==> src/rtl/board_io_pkg.sv <==
// Shared constants for the board I/O front end: LEDG bit map, SW field
// offsets and counter-width helpers.
package board_io_pkg;

   // LEDG bit map
   localparam int STEP_BIT      = 0;
   localparam int HEARTBEAT_BIT = 1;
   localparam int INIT_BIT      = 2;
   localparam int PEND_BIT      = 3;
   localparam int STATE_LSB     = 4;

   // SW field offsets: [DATA_W-1:0] data, then Initialize, then Enter
   function automatic int init_idx(input int data_w);
      return data_w;
   endfunction

   function automatic int enter_idx(input int data_w);
      return data_w + 1;
   endfunction

   // Debounce counter width, shared by every debouncer instance
   function automatic int db_cnt_w(input int db_cyc);
      return $clog2(db_cyc + 1);
   endfunction

   // Width of a counter that runs 0..n-1 (at least one bit)
   function automatic int cnt_w(input int n);
      return (n > 1) ? $clog2(n) : 1;
   endfunction

endpackage

==> src/rtl/sw_debounce.sv <==
// One switch bit: 2-FF synchroniser followed by a stability counter.
// The debounced level only follows the synchronised input after it has
// differed from the current level for DB_CYC consecutive cycles.
module sw_debounce
   import board_io_pkg::*;
#(
   parameter int DB_CYC = 500000
) (
   input  logic clk,
   input  logic rst,
   input  logic raw,
   output logic level
);

   localparam int CW = db_cnt_w(DB_CYC);

   logic          meta_q, sync_q;
   logic          stable_q, stable_d;
   logic [CW-1:0] cnt_q, cnt_d;

   // Count while the synchronised input disagrees; commit on the last count
   always_comb begin
      stable_d = stable_q;
      cnt_d    = '0;
      if (sync_q != stable_q) begin
         if (cnt_q == CW'(DB_CYC - 1)) stable_d = sync_q;
         else                          cnt_d    = cnt_q + 1'b1;
      end
   end

   // Synchroniser and debounce state
   always_ff @(posedge clk) begin
      if (rst) begin
         meta_q   <= 1'b0;
         sync_q   <= 1'b0;
         stable_q <= 1'b0;
         cnt_q    <= '0;
      end else begin
         meta_q   <= raw;
         sync_q   <= meta_q;
         stable_q <= stable_d;
         cnt_q    <= cnt_d;
      end
   end

   assign level = stable_q;

endmodule

==> src/rtl/board_io_frontend.sv <==
// Board I/O front end for the EC2 core: tick (clock-enable) generator,
// debounced switches, one-shot Enter request and status LEDs.
// Optional single-step control is compiled in with STEP_MODE_EN.
module board_io_frontend
   import board_io_pkg::*;
#(
   parameter int DATA_W      = 8,
   parameter int DIV         = 50000000,
   parameter int DB_CYC      = 500000,
   parameter int BLINK_TICKS = 1
) (
   input  logic              Clock,
   input  logic              Reset,
   input  logic [DATA_W+1:0] SW,
   input  logic              proc_halt,
   input  logic [DATA_W-1:0] proc_out,
   input  logic [3:0]        proc_state,
`ifdef STEP_MODE_EN
   input  logic              step_mode,
   input  logic              KEY_STEP,
`endif
   output logic              tick,
   output logic [DATA_W-1:0] data_in,
   output logic              enter_pulse,
   output logic              init_lvl,
   output logic [DATA_W:0]   LEDR,
   output logic [7:0]        LEDG
);

   localparam int INIT_I  = init_idx(DATA_W);
   localparam int ENTER_I = enter_idx(DATA_W);
   localparam int DIV_W   = cnt_w(DIV);
   localparam int BLK_W   = cnt_w(BLINK_TICKS);

   logic [DATA_W+1:0] sw_db;
   logic [DIV_W-1:0]  div_q, div_d;
   logic              div_hit, tick_raw;
   logic              enter_prev_q, enter_rise;
   logic              pend_q, pend_d;
   logic [DATA_W-1:0] data_q, data_d;
   logic [DATA_W-1:0] out_q, out_d;
   logic [3:0]        state_q, state_d;
   logic              halt_prev_q;
   logic              blink_q, blink_d;
   logic [BLK_W-1:0]  blink_cnt_q, blink_cnt_d;
   logic              hb_q, hb_d;
   logic [BLK_W-1:0]  hb_cnt_q, hb_cnt_d;
   logic              step_led;

   // Every switch bit gets its own synchroniser and debouncer
   for (genvar i = 0; i < DATA_W + 2; i++) begin : g_sw
      sw_debounce #(.DB_CYC(DB_CYC)) u_db (
         .clk   (Clock),
         .rst   (Reset),
         .raw   (SW[i]),
         .level (sw_db[i])
      );
   end

`ifdef STEP_MODE_EN
   logic step_db, key_db, key_prev_q;

   sw_debounce #(.DB_CYC(DB_CYC)) u_db_step (
      .clk   (Clock),
      .rst   (Reset),
      .raw   (step_mode),
      .level (step_db)
   );

   sw_debounce #(.DB_CYC(DB_CYC)) u_db_key (
      .clk   (Clock),
      .rst   (Reset),
      .raw   (KEY_STEP),
      .level (key_db)
   );

   // Remember the debounced key so a press (1->0) can be seen as an edge
   always_ff @(posedge Clock) begin
      if (Reset) key_prev_q <= 1'b0;
      else       key_prev_q <= key_db;
   end

   assign step_led = step_db;

   // Step mode parks the divider at 0 and ticks once per key press
   always_comb begin
      div_hit  = (div_q == DIV_W'(DIV - 1));
      tick_raw = step_db ? (key_prev_q & ~key_db) : div_hit;
      div_d    = (step_db || div_hit) ? '0 : div_q + 1'b1;
   end
`else
   assign step_led = 1'b0;

   // Free-running divider; tick in the last count of each period
   always_comb begin
      div_hit  = (div_q == DIV_W'(DIV - 1));
      tick_raw = div_hit;
      div_d    = div_hit ? '0 : div_q + 1'b1;
   end
`endif

   // Reset is synchronous, so the combinational tick is masked directly
   assign tick = tick_raw & ~Reset;

   // Enter request: latch data on a debounced rising edge, hold until a tick
   always_comb begin
      enter_rise = sw_db[ENTER_I] & ~enter_prev_q;
      pend_d     = pend_q;
      data_d     = data_q;
      if (pend_q) begin
         if (tick) pend_d = 1'b0;
      end else if (enter_rise) begin
         pend_d = 1'b1;
         data_d = sw_db[DATA_W-1:0];
      end
   end

   // Core status capture, halt blink and heartbeat
   always_comb begin
      out_d       = out_q;
      state_d     = state_q;
      blink_d     = blink_q;
      blink_cnt_d = blink_cnt_q;
      hb_d        = hb_q;
      hb_cnt_d    = hb_cnt_q;

      if (tick) begin
         out_d   = proc_out;
         state_d = proc_state;
      end

      // Halt rising restarts the blink in the lit phase
      if (!proc_halt) begin
         blink_d     = 1'b0;
         blink_cnt_d = '0;
      end else if (!halt_prev_q) begin
         blink_d     = 1'b1;
         blink_cnt_d = '0;
      end else if (tick) begin
         if (blink_cnt_q == BLK_W'(BLINK_TICKS - 1)) begin
            blink_d     = ~blink_q;
            blink_cnt_d = '0;
         end else begin
            blink_cnt_d = blink_cnt_q + 1'b1;
         end
      end

      if (tick) begin
         if (hb_cnt_q == BLK_W'(BLINK_TICKS - 1)) begin
            hb_d     = ~hb_q;
            hb_cnt_d = '0;
         end else begin
            hb_cnt_d = hb_cnt_q + 1'b1;
         end
      end
   end

   // State registers
   always_ff @(posedge Clock) begin
      if (Reset) begin
         div_q        <= '0;
         enter_prev_q <= 1'b0;
         pend_q       <= 1'b0;
         data_q       <= '0;
         out_q        <= '0;
         state_q      <= '0;
         halt_prev_q  <= 1'b0;
         blink_q      <= 1'b0;
         blink_cnt_q  <= '0;
         hb_q         <= 1'b0;
         hb_cnt_q     <= '0;
      end else begin
         div_q        <= div_d;
         enter_prev_q <= sw_db[ENTER_I];
         pend_q       <= pend_d;
         data_q       <= data_d;
         out_q        <= out_d;
         state_q      <= state_d;
         halt_prev_q  <= proc_halt;
         blink_q      <= blink_d;
         blink_cnt_q  <= blink_cnt_d;
         hb_q         <= hb_d;
         hb_cnt_q     <= hb_cnt_d;
      end
   end

   // Output assembly
   always_comb begin
      LEDG                     = '0;
      LEDG[STATE_LSB +: 4]     = state_q;
      LEDG[PEND_BIT]           = pend_q;
      LEDG[INIT_BIT]           = sw_db[INIT_I];
      LEDG[HEARTBEAT_BIT]      = hb_q;
      LEDG[STEP_BIT]           = step_led;
   end

   assign data_in     = data_q;
   assign enter_pulse = pend_q;
   assign init_lvl    = sw_db[INIT_I];
   assign LEDR        = {out_q, blink_q};

endmodule

==> config.mk <==
export PLATFORM = sky130hd
export DESIGN_NAME = board_io_frontend
export DESIGN_NICKNAME = d
export VERILOG_FILES = /design/src/rtl/board_io_pkg.sv /design/src/rtl/sw_debounce.sv /design/src/rtl/board_io_frontend.sv
export SDC_FILE = /design/constraint.sdc
export NUM_CORES = 1
export LEC_CHECK = 0
export CAP_MARGIN = 20
export CORE_MARGIN = 5
export CORE_UTILIZATION = 65
export DETAILED_ROUTE_END_ITERATION = 8
export PLACE_DENSITY_LB_ADDON = 0.2
export SYNTH_ARGS = -nofsm -noshare
export SYNTH_HDL_FRONTEND = slang
export SYNTH_SLANG_ARGS = --single-unit
==> constraint.sdc <==
create_clock -name Clock -period 5.2 [get_ports Clock]
set_input_delay 0.52 -clock Clock [delete_from_list [all_inputs] [get_ports Clock]]
set_output_delay 0.52 -clock Clock [all_outputs]
set_load 0.005 [all_outputs]
## Word level (Yosys, flattened, before mapping)

Cells that the tools add are included.

- Output and inout bits: 28
- Bits in registers: 273
- Input bits: 25

- Bitwise gates (word level): 20
- $add $sub $neg: 13
- Equality and inequality tests: 23
- Reductions and logical operators: 26
- Mux-type cells: 8

Operators with widths:

| cell | count |
|---|---|
| 19-bit by 1-bit adder with 19-bit output (second input constant) | 10 |
| 19-bit == test (second input constant) | 10 |
| 3-bit OR reduction | 11 |
| 26-bit by 1-bit adder with 26-bit output (second input constant) | 1 |
| 26-bit == test (second input constant) | 1 |
| 2-bit AND reduction | 13 |
| 1-bit NOT | 18 |
| 1-bit inequality test | 10 |
| 1-bit two-way mux | 8 |
| 2-bit inequality test (second input constant) | 2 |
| 2-bit OR reduction | 2 |
| 1-bit adder (second input constant) | 2 |
| 1-bit AND | 2 |

## Depth between registers and ports, before layout

Gate-level depths: netlist of the first run.

- Depth after elaboration: 4
- Depth in mapped cells: 8
- Gate-level depth less buffers: 5

## Modules after synthesis

From an unflattened synthesis of the first run, not the netlist that was laid out.

- Cell total of the unflattened synthesis: 1334
- Area total of the unflattened synthesis: 12091.6 sq um

By module, submodules not included:

| module | cells an instance | instances | area each (sq um) |
|---|---|---|---|
| sw_debounce at g_sw[0].u_db ... | 109 | 9 | 984.7 |
| board_io_frontend | 245 | 1 | 2244.7 |
| sw_debounce at g_sw[5].u_db | 108 | 1 | 984.7 |

## Least setup slack after synthesis of the first run

Ideal clock, no wire load.

- Path kind: register to output
- Start point: reg div_q[0]
- End point: out tick
- Data required time: 4.680 ns
- Slack: 2.985 ns
- Arrival time: 1.695 ns
- Cell stages (with the launch flop): 8
- Cell sequence: dfxtp_1 > ha_1 > buf_2 > nand2_1 > or4_1 > buf_2 > clkbuf_1 > nor3_1

- Word-level cells in the longest chain between the ends: 2

Ends and longest elaborated chain:

| item | RTL line | RTL |
|---|---|---|
| start: declaration | board_io_frontend.sv:36 | `logic [DIV_W-1:0] div_q, div_d;` |
| start signal: assignment | board_io_frontend.sv:173 | `div_q <= div_d;` |
| 26-bit == test | board_io_frontend.sv:96 | `div_hit = (div_q == DIV_W'(DIV - 1));` |
| 1-bit AND | board_io_frontend.sv:103 | `assign tick = tick_raw & ~Reset;` |
| end: declaration | board_io_frontend.sv:22 | `output logic tick,` |

No other way between the ends.

## Worst setup path after layout of the first run

Ends and elaborated chain as after synthesis.

==> reports/metrics.yaml, run 1 <==
run:
  cap_viol_max_count: 0
placement:
  pre_cts_ws_ns: 2.30
  hpwl_mm: 15.0
  gp_congestion: 0.858
  io_buffers: 51
min_path:
  hp-class: "flop to flop"
  hold_start: "halt_prev_q"
critical_path:
  required_ns: 4.68
  critPathCaptureType: "output pin"
  r2r-start: "div_q[0]"
  cp.arrival_ns: 2.94
  critPathLaunchType: "flop"
  startpoint: "div_q[0]"
  cp_max_fo: 19
  crit_chain: "ha_1 -> nand2_1 -> or4_1 -> nor3_1 -> clkdlybuf4s50_1"
  worstSetupPathType: "flop to output pin"
  path_buf_inv: 1
  slowest_stage: "or4_1"
  cp_top_family: "simple AND/OR/NAND/NOR gates"
  slowest_delay_ns: 0.80
clocking:
  cts_tree: "built"
  cts.sinks: 271
  clock_latency_ns: 0.52
  cts.reportedPaths.clkPinSlew_ns: 0.06
  post_cts_buffers: 0
  cts_root_buffer: "clkbuf_16"
  numCtsBuffers: 27
  cts.htree.levels: 1
  cts_buffer_depth: 3
  cts_hold_buf: 0
  cts_resized: 0
power:
  total_power_uw: 3990
  p_per_area_mw_per_mm2: 301
  ir_drop_uv: 319
  cellLeakagePower_uw: 0.00399
timing:
  tightest_slew_ns: 1.00
  finalHoldViolCount: 0
  fmax_ghz: 0.289
  maxSlewHeadroom: 0.332
  final-setup-viol-count: 0
  fin_crit_ns: 3.46
  finalSetupTns_ns: 0
  drv_slew: 0
  rsz0062_at_grt: "no"
  final.period_utilization: 0.665
  setup_ws_ns: 1.74
  skew_ns: 0.00916
final_layout:
  diodes: 0
  fill_cells: 1339
  fin_nets: 1404
  syn_to_final_growth_pct: 12.4
  drive_gt1_frac: 0.0542
die:
  io_pins: 53
  dieArea_mm2: 0.0209
  core_region_area_mm2: 0.0179
  die_w_um: 145
  initial_core_util: 0.657
  die_h_um: 145
  rows: 49
status:
  status: "finished, final reports clean"
global_route:
  grt_pass1_wl_mm: 38.4
  grt_start_max_net_pins: 27
  track_usage: 0.212
  grt_pass1_vias: 8662
  overflow: 0
  antenna_found_initial: 0
synthesis:
  synth-edff-count: 0
  syn_nets: 1364
  synth_cells: 1328
  ys_types: 50
  synth-async-reset-ratio: 0
  avgSynthCellArea_um2: 8.86
  synth_area_mm2: 0.0118
  synth_top_flop_cell: "dfxtp_1"
  yosys_warnings: 0
  synth-seq-cells: 271
  seq_area_frac_synth: 0.461
detailed_routing:
  drt_first_iter_violations: 478
  drc: 0
  first_pass_iters: 5
  drt-total-wl_mm: 22.2
  vias: 9344
  ant_nets: 0
  viasPerCell: 5.79
  wl_per_cell_um: 13.8
worst reg2reg max path: stages (launching register included):
cell and delay [ns]:
dfxtp_1 0.34, ha_1 0.32, nand2_1 0.13, or4_1 0.80, o21bai_2 0.90, nor2_1 0.13
power by group:
part	total, uW	switching (uW)	internal, uW	leakage, uW
Clock	1830	754	1070	0.000404
Combinational	65.7	34.5	31.2	0.00140
Sequential	2100	7.10	2090	0.00219
Total	3990	796	3190	0.00399
sequential cells by signal, indices dropped and copies added (netlist names):
register          cells
blink_q               1
data_in               8
div_q                26
enter_prev_q          1
enter_pulse           1
g_sw.u_db.cnt_q     190
g_sw.u_db.level      10
g_sw.u_db.meta_q     10
g_sw.u_db.sync_q     10
halt_prev_q           1
hb_q                  1
out_q                 8
state_q               4
layout by cell type, fill, tap and decap left out, drive strengths merged, types with 45 or more instances in the layout:
cell,n
clkdlybuf4s50,50
o21ai,51
or3,48
nor2,180
a21oi,79
dfxtp,271
inv,45
nand2,61
xor2,75
xnor2,73
nand4,53
nand3,89
per-stage QoR:
step	utilization	std cells	instance area, um^2	hold WS (ns)
6_report	0.739	1614	13200	0.428
3_5_place_dp	0.692	1568	12400	0.424
5_1_grt	0.739	1614	13200	0.451
2_1_floorplan	-	1328	11800	0.399
4_1_cts	0.739	1614	13200	0.431
3_3_place_gp	0.691	1565	12400	0.412
cells by family after synthesis:
kind of cell | count (synthesis) | synth area share
simple gates | 623 | 0.287
flops | 271 | 0.461
compound gates | 173 | 0.0875
xor+xnor | 148 | 0.110
buf+inv | 93 | 0.0349
fa+ha+maj | 11 | 0.0117
mux | 8 | 0.00681
other cells | 1 | 0.000319
synthesized netlist by cell type, types with 21 or more instances:
| cell | instances | share of area |
|---|---|---|
| dfxtp_1 | 271 | 0.46 |
| nor2_1 | 180 | 0.057 |
| nand3_1 | 89 | 0.038 |
| a21oi_1 | 78 | 0.033 |
| xor2_1 | 75 | 0.056 |
| xnor2_1 | 73 | 0.054 |
| nand2_1 | 61 | 0.019 |
| nand4_1 | 52 | 0.028 |
| o21ai_0 | 50 | 0.021 |
| or3_1 | 48 | 0.026 |
| inv_1 | 45 | 0.014 |
| or4_1 | 32 | 0.020 |
| o31ai_1 | 27 | 0.017 |
| and4_1 | 26 | 0.019 |
| clkbuf_1 | 26 | 0.0083 |
| nor4_1 | 26 | 0.014 |
| nor2b_1 | 22 | 0.012 |
| nor3_1 | 21 | 0.0089 |
layout make-up:
cell class | instances | area, um^2 | share of cell area
multi-input cells | 964 | 5940 | 0.449
flip-flops and latches | 271 | 5430 | 0.410
clock buffers | 40 | 774 | 0.0586
repair buffers | 59 | 573 | 0.0433
well taps | 229 | 287 | 0.0217
inverters | 45 | 169 | 0.0128
clock inverters | 6 | 60.1 | 0.00454
worst paths after layout:
path | end | slack, ns | cells after the start
worst max-delay path | tick | 1.74 | 5
worst min-delay path | blink_q | 0.43 | 1
worst max register to register | div_q[3] | 2.43 | 5
worst min register to register | blink_q | 0.43 | 1
metal layers:
metal | GRT usage | routed length (um)
met4 | 0.0574 | 493
met5 | 0 | 0
met1 | 0.282 | 10300
met3 | 0.0321 | 845
met2 | 0.361 | 10600
Note: power is estimated with default switching activity, not from simulation.
==> run 2: changes to the inputs <==
- CORE_UTILIZATION: 65 -> 60
- clock period: 5.2 -> 3.54 ns (I/O delays scaled with it)
==> run 2 against run 1 <==
  * Clock skew is 0.0065 ns higher
  * Cell count is 2.6% higher
  * First-iteration DRC count is 15% higher
  * Worst hold slack worse by 0.19 ns
  * Critical path depth stayed put
  * Wire length is 0.54% higher
  * Clock power is 58% higher
  * Largest cell class unchanged
==> reports/metrics.yaml, run 2 (synthesized netlist as in run 1, its figures left out) <==
status:
  status: "finished, final reports clean"  # unchanged
clocking:
  cts_buffer_depth: 3  # unchanged
  cts.htree.levels: 1  # unchanged
  cts_hold_buf: 0  # unchanged
  cts_tree: "built"  # unchanged
  cts_root_buffer: "clkbuf_16"  # unchanged
  numCtsBuffers: 27  # unchanged
  cts.sinks: 271  # unchanged
  clock_latency_ns: 0.55  # was 0.52 ns
  cts.reportedPaths.clkPinSlew_ns: 0.06  # about the same
critical_path:
  crit_chain: "ha_1 -> nand2_1 -> or4_4 -> nor3_1 -> clkdlybuf4s50_1"  # was ha_1 -> nand2_1 -> or4_1 -> nor3_1 -> clkdlybuf4s50_1
  cp.arrival_ns: 2.78  # was 2.94 ns
  cp_max_fo: 19  # unchanged
  worstSetupPathType: "flop to output pin"  # unchanged
  path_buf_inv: 1  # unchanged
  slowest_delay_ns: 0.66  # was 0.80 ns
  required_ns: 3.19  # was 4.68 ns
  critPathLaunchType: "flop"  # unchanged
  cp_top_family: "simple AND/OR/NAND/NOR gates"  # unchanged
  slowest_stage: "or4_4"  # was or4_1
  critPathCaptureType: "output pin"  # unchanged
final_layout:
  final_common_cell: "dfxtp_1"  # unchanged
  syn_to_final_growth_pct: 13.7  # was 12.4%
  fin_cells: 1656  # was 1614
  fill_cells: 1621  # was 1339
  drive_gt1_frac: 0.0618  # was 0.0542
  seqCellArea_mm2: 0.00543  # unchanged
  top_register: "g_sw.u_db.cnt_q"  # unchanged
  largest_reg_flops: 190  # unchanged
  diodes: 0  # unchanged
  layout_common_cells: "dfxtp_1, nor2_1, nand3_1"  # unchanged
  multi_input_area_mm2: 0.00594  # about the same
  largestRegisters: "g_sw.u_db.cnt_q: 190 flops, div_q: 26 flops"  # unchanged
  fin_nets: 1407  # was 1404
global_route:
  grt_start_max_net_pins: 23  # was 27
  grt_pass1_wl_mm: 38.9  # was 38.4 mm
  antenna_found_initial: 0  # unchanged
  overflow: 0  # unchanged
  grt_pass1_vias: 8790  # was 8662
  track_usage: 0.199  # was 0.212
die:
  dieArea_mm2: 0.0225  # was 0.0209 mm^2
  initial_core_util: 0.606  # was 0.657
  rows: 51  # was 49
  io_pins: 53  # unchanged
  core_region_area_mm2: 0.0194  # was 0.0179 mm^2
  die_h_um: 150  # was 145 um
  die_w_um: 150  # was 145 um
timing:
  skew_ns: 0.0157  # was 0.00916 ns
  fmax_ghz: 0.319
  maxSlewHeadroom: 0.532  # was 0.332
  rsz0062_at_grt: "no"  # unchanged
  finalSetupTns_ns: 0  # unchanged
  hold_ws_ns: 0.235  # was 0.428 ns
  finalHoldViolCount: 0  # unchanged
  fin_crit_ns: 3.13
  final.period_utilization: 0.886
  drv_slew: 0  # unchanged
  tightest_slew_ns: 0.701  # was 1.00 ns
  final-setup-viol-count: 0  # unchanged
detailed_routing:
  vias: 9295  # was 9344
  drt_first_iter_violations: 549  # was 478
  wl_per_cell_um: 13.5  # was 13.8 um
  ant_nets: 0  # unchanged
  viasPerCell: 5.61  # was 5.79
  drc: 0  # unchanged
  drt-total-wl_mm: 22.4  # was 22.2 mm
  first_pass_iters: 5  # unchanged
run:
  cap_viol_max_count: 0  # unchanged
placement:
  io_buffers: 51  # unchanged
  dpl.cell_count: 1607  # was 1568
  hpwl_mm: 15.2  # was 15.0 mm
  gp_congestion: 0.827  # was 0.858
min_path:
  hp-class: "primary input to flop"  # was flop to flop
power:
  cellLeakagePower_uw: 0.00405  # was 0.00399 uW
  ir_drop_uv: 360  # was 319 uV
  p_per_area_mw_per_mm2: 454  # was 301 mW/mm^2
-- run 2: cell count changes in the layout (fill, tap and decap cells not counted), sizes merged --
cell,delta
clkinvlp,-1
clkbuf,-1
inv,+1
clkinv,+3
bufinv,+1
buf,+3
-- run 2: layout make-up --
type | count | share of cell area
Multi-Input combinational cell | 964 | 0.444
Sequential cell | 271 | 0.406
Clock buffer | 39 | 0.0599
Timing Repair Buffer | 62 | 0.0440
Tap cell | 265 | 0.0248
Inverter | 45 | 0.0126
Clock inverter | 10 | 0.00879
-- run 2: stage by stage --
stage / cell area, um^2 / setup slack, ns / total power [uW] / utilization
finish: 13400 / 0.405 / 6070 / 0.689
global route: 13400 / 0.182 / 6290 / 0.689
CTS: 13400 / 0.162 / 6140 / 0.689
detailed placement: 12500 / 0.765 / 3240 / 0.642
global placement: 12500 / 0.802 / 3240 / 0.642
floorplan: 11800 / 1.49 / 3200 / -
-- run 2: worst register-to-register path, stage by stage, from the launching register on --
cell	delay, ns
dfxtp_1	0.35
ha_1	0.31
nand2_1	0.13
or4_4	0.66
o21bai_2	0.45
buf_4	0.30
nor2_1	0.08
-- run 2: path summary, 6_finish.rpt --
| path | depth (start not counted) | endpoint | slack (ns) | start |
|---|---|---|---|---|
| setup / recovery | 5 | tick | 0.41 | div_q[0] |
| hold / removal | 2 | data_in[1] | 0.23 | Reset |
| setup reg to reg | 6 | div_q[2] | 1.15 | div_q[0] |
| hold reg to reg | 1 | blink_q | 0.41 | halt_prev_q |
-- run 2: power by group --
part           switching, uW  internal [uW]  total (uW)
sequential              11.0           3070        3080
clock                   1170           1720        2890
combinational           50.2           46.8        97.0
total                   1240           4830        6070
-- run 2: per-layer routing --
metal	wire [um]	GRT usage	share of wire	vias up
met1	10400	0.255	0.47	4327
met3	751	0.0282	0.034	41
met5	0	0	0	-
li1	-	-	-	4792
met2	10600	0.351	0.48	135
met4	584	0.0540	0.026	0
-- run 2: repair_timing --
| item | CTS | global route |
|---|---|---|
| gates resized for setup | 0 | 1 |
| buffers inserted | 0 | 0 |
| setup endpoints to repair | 0 | 1 |
| endpoints found under the hold margin | 0 | 0 |
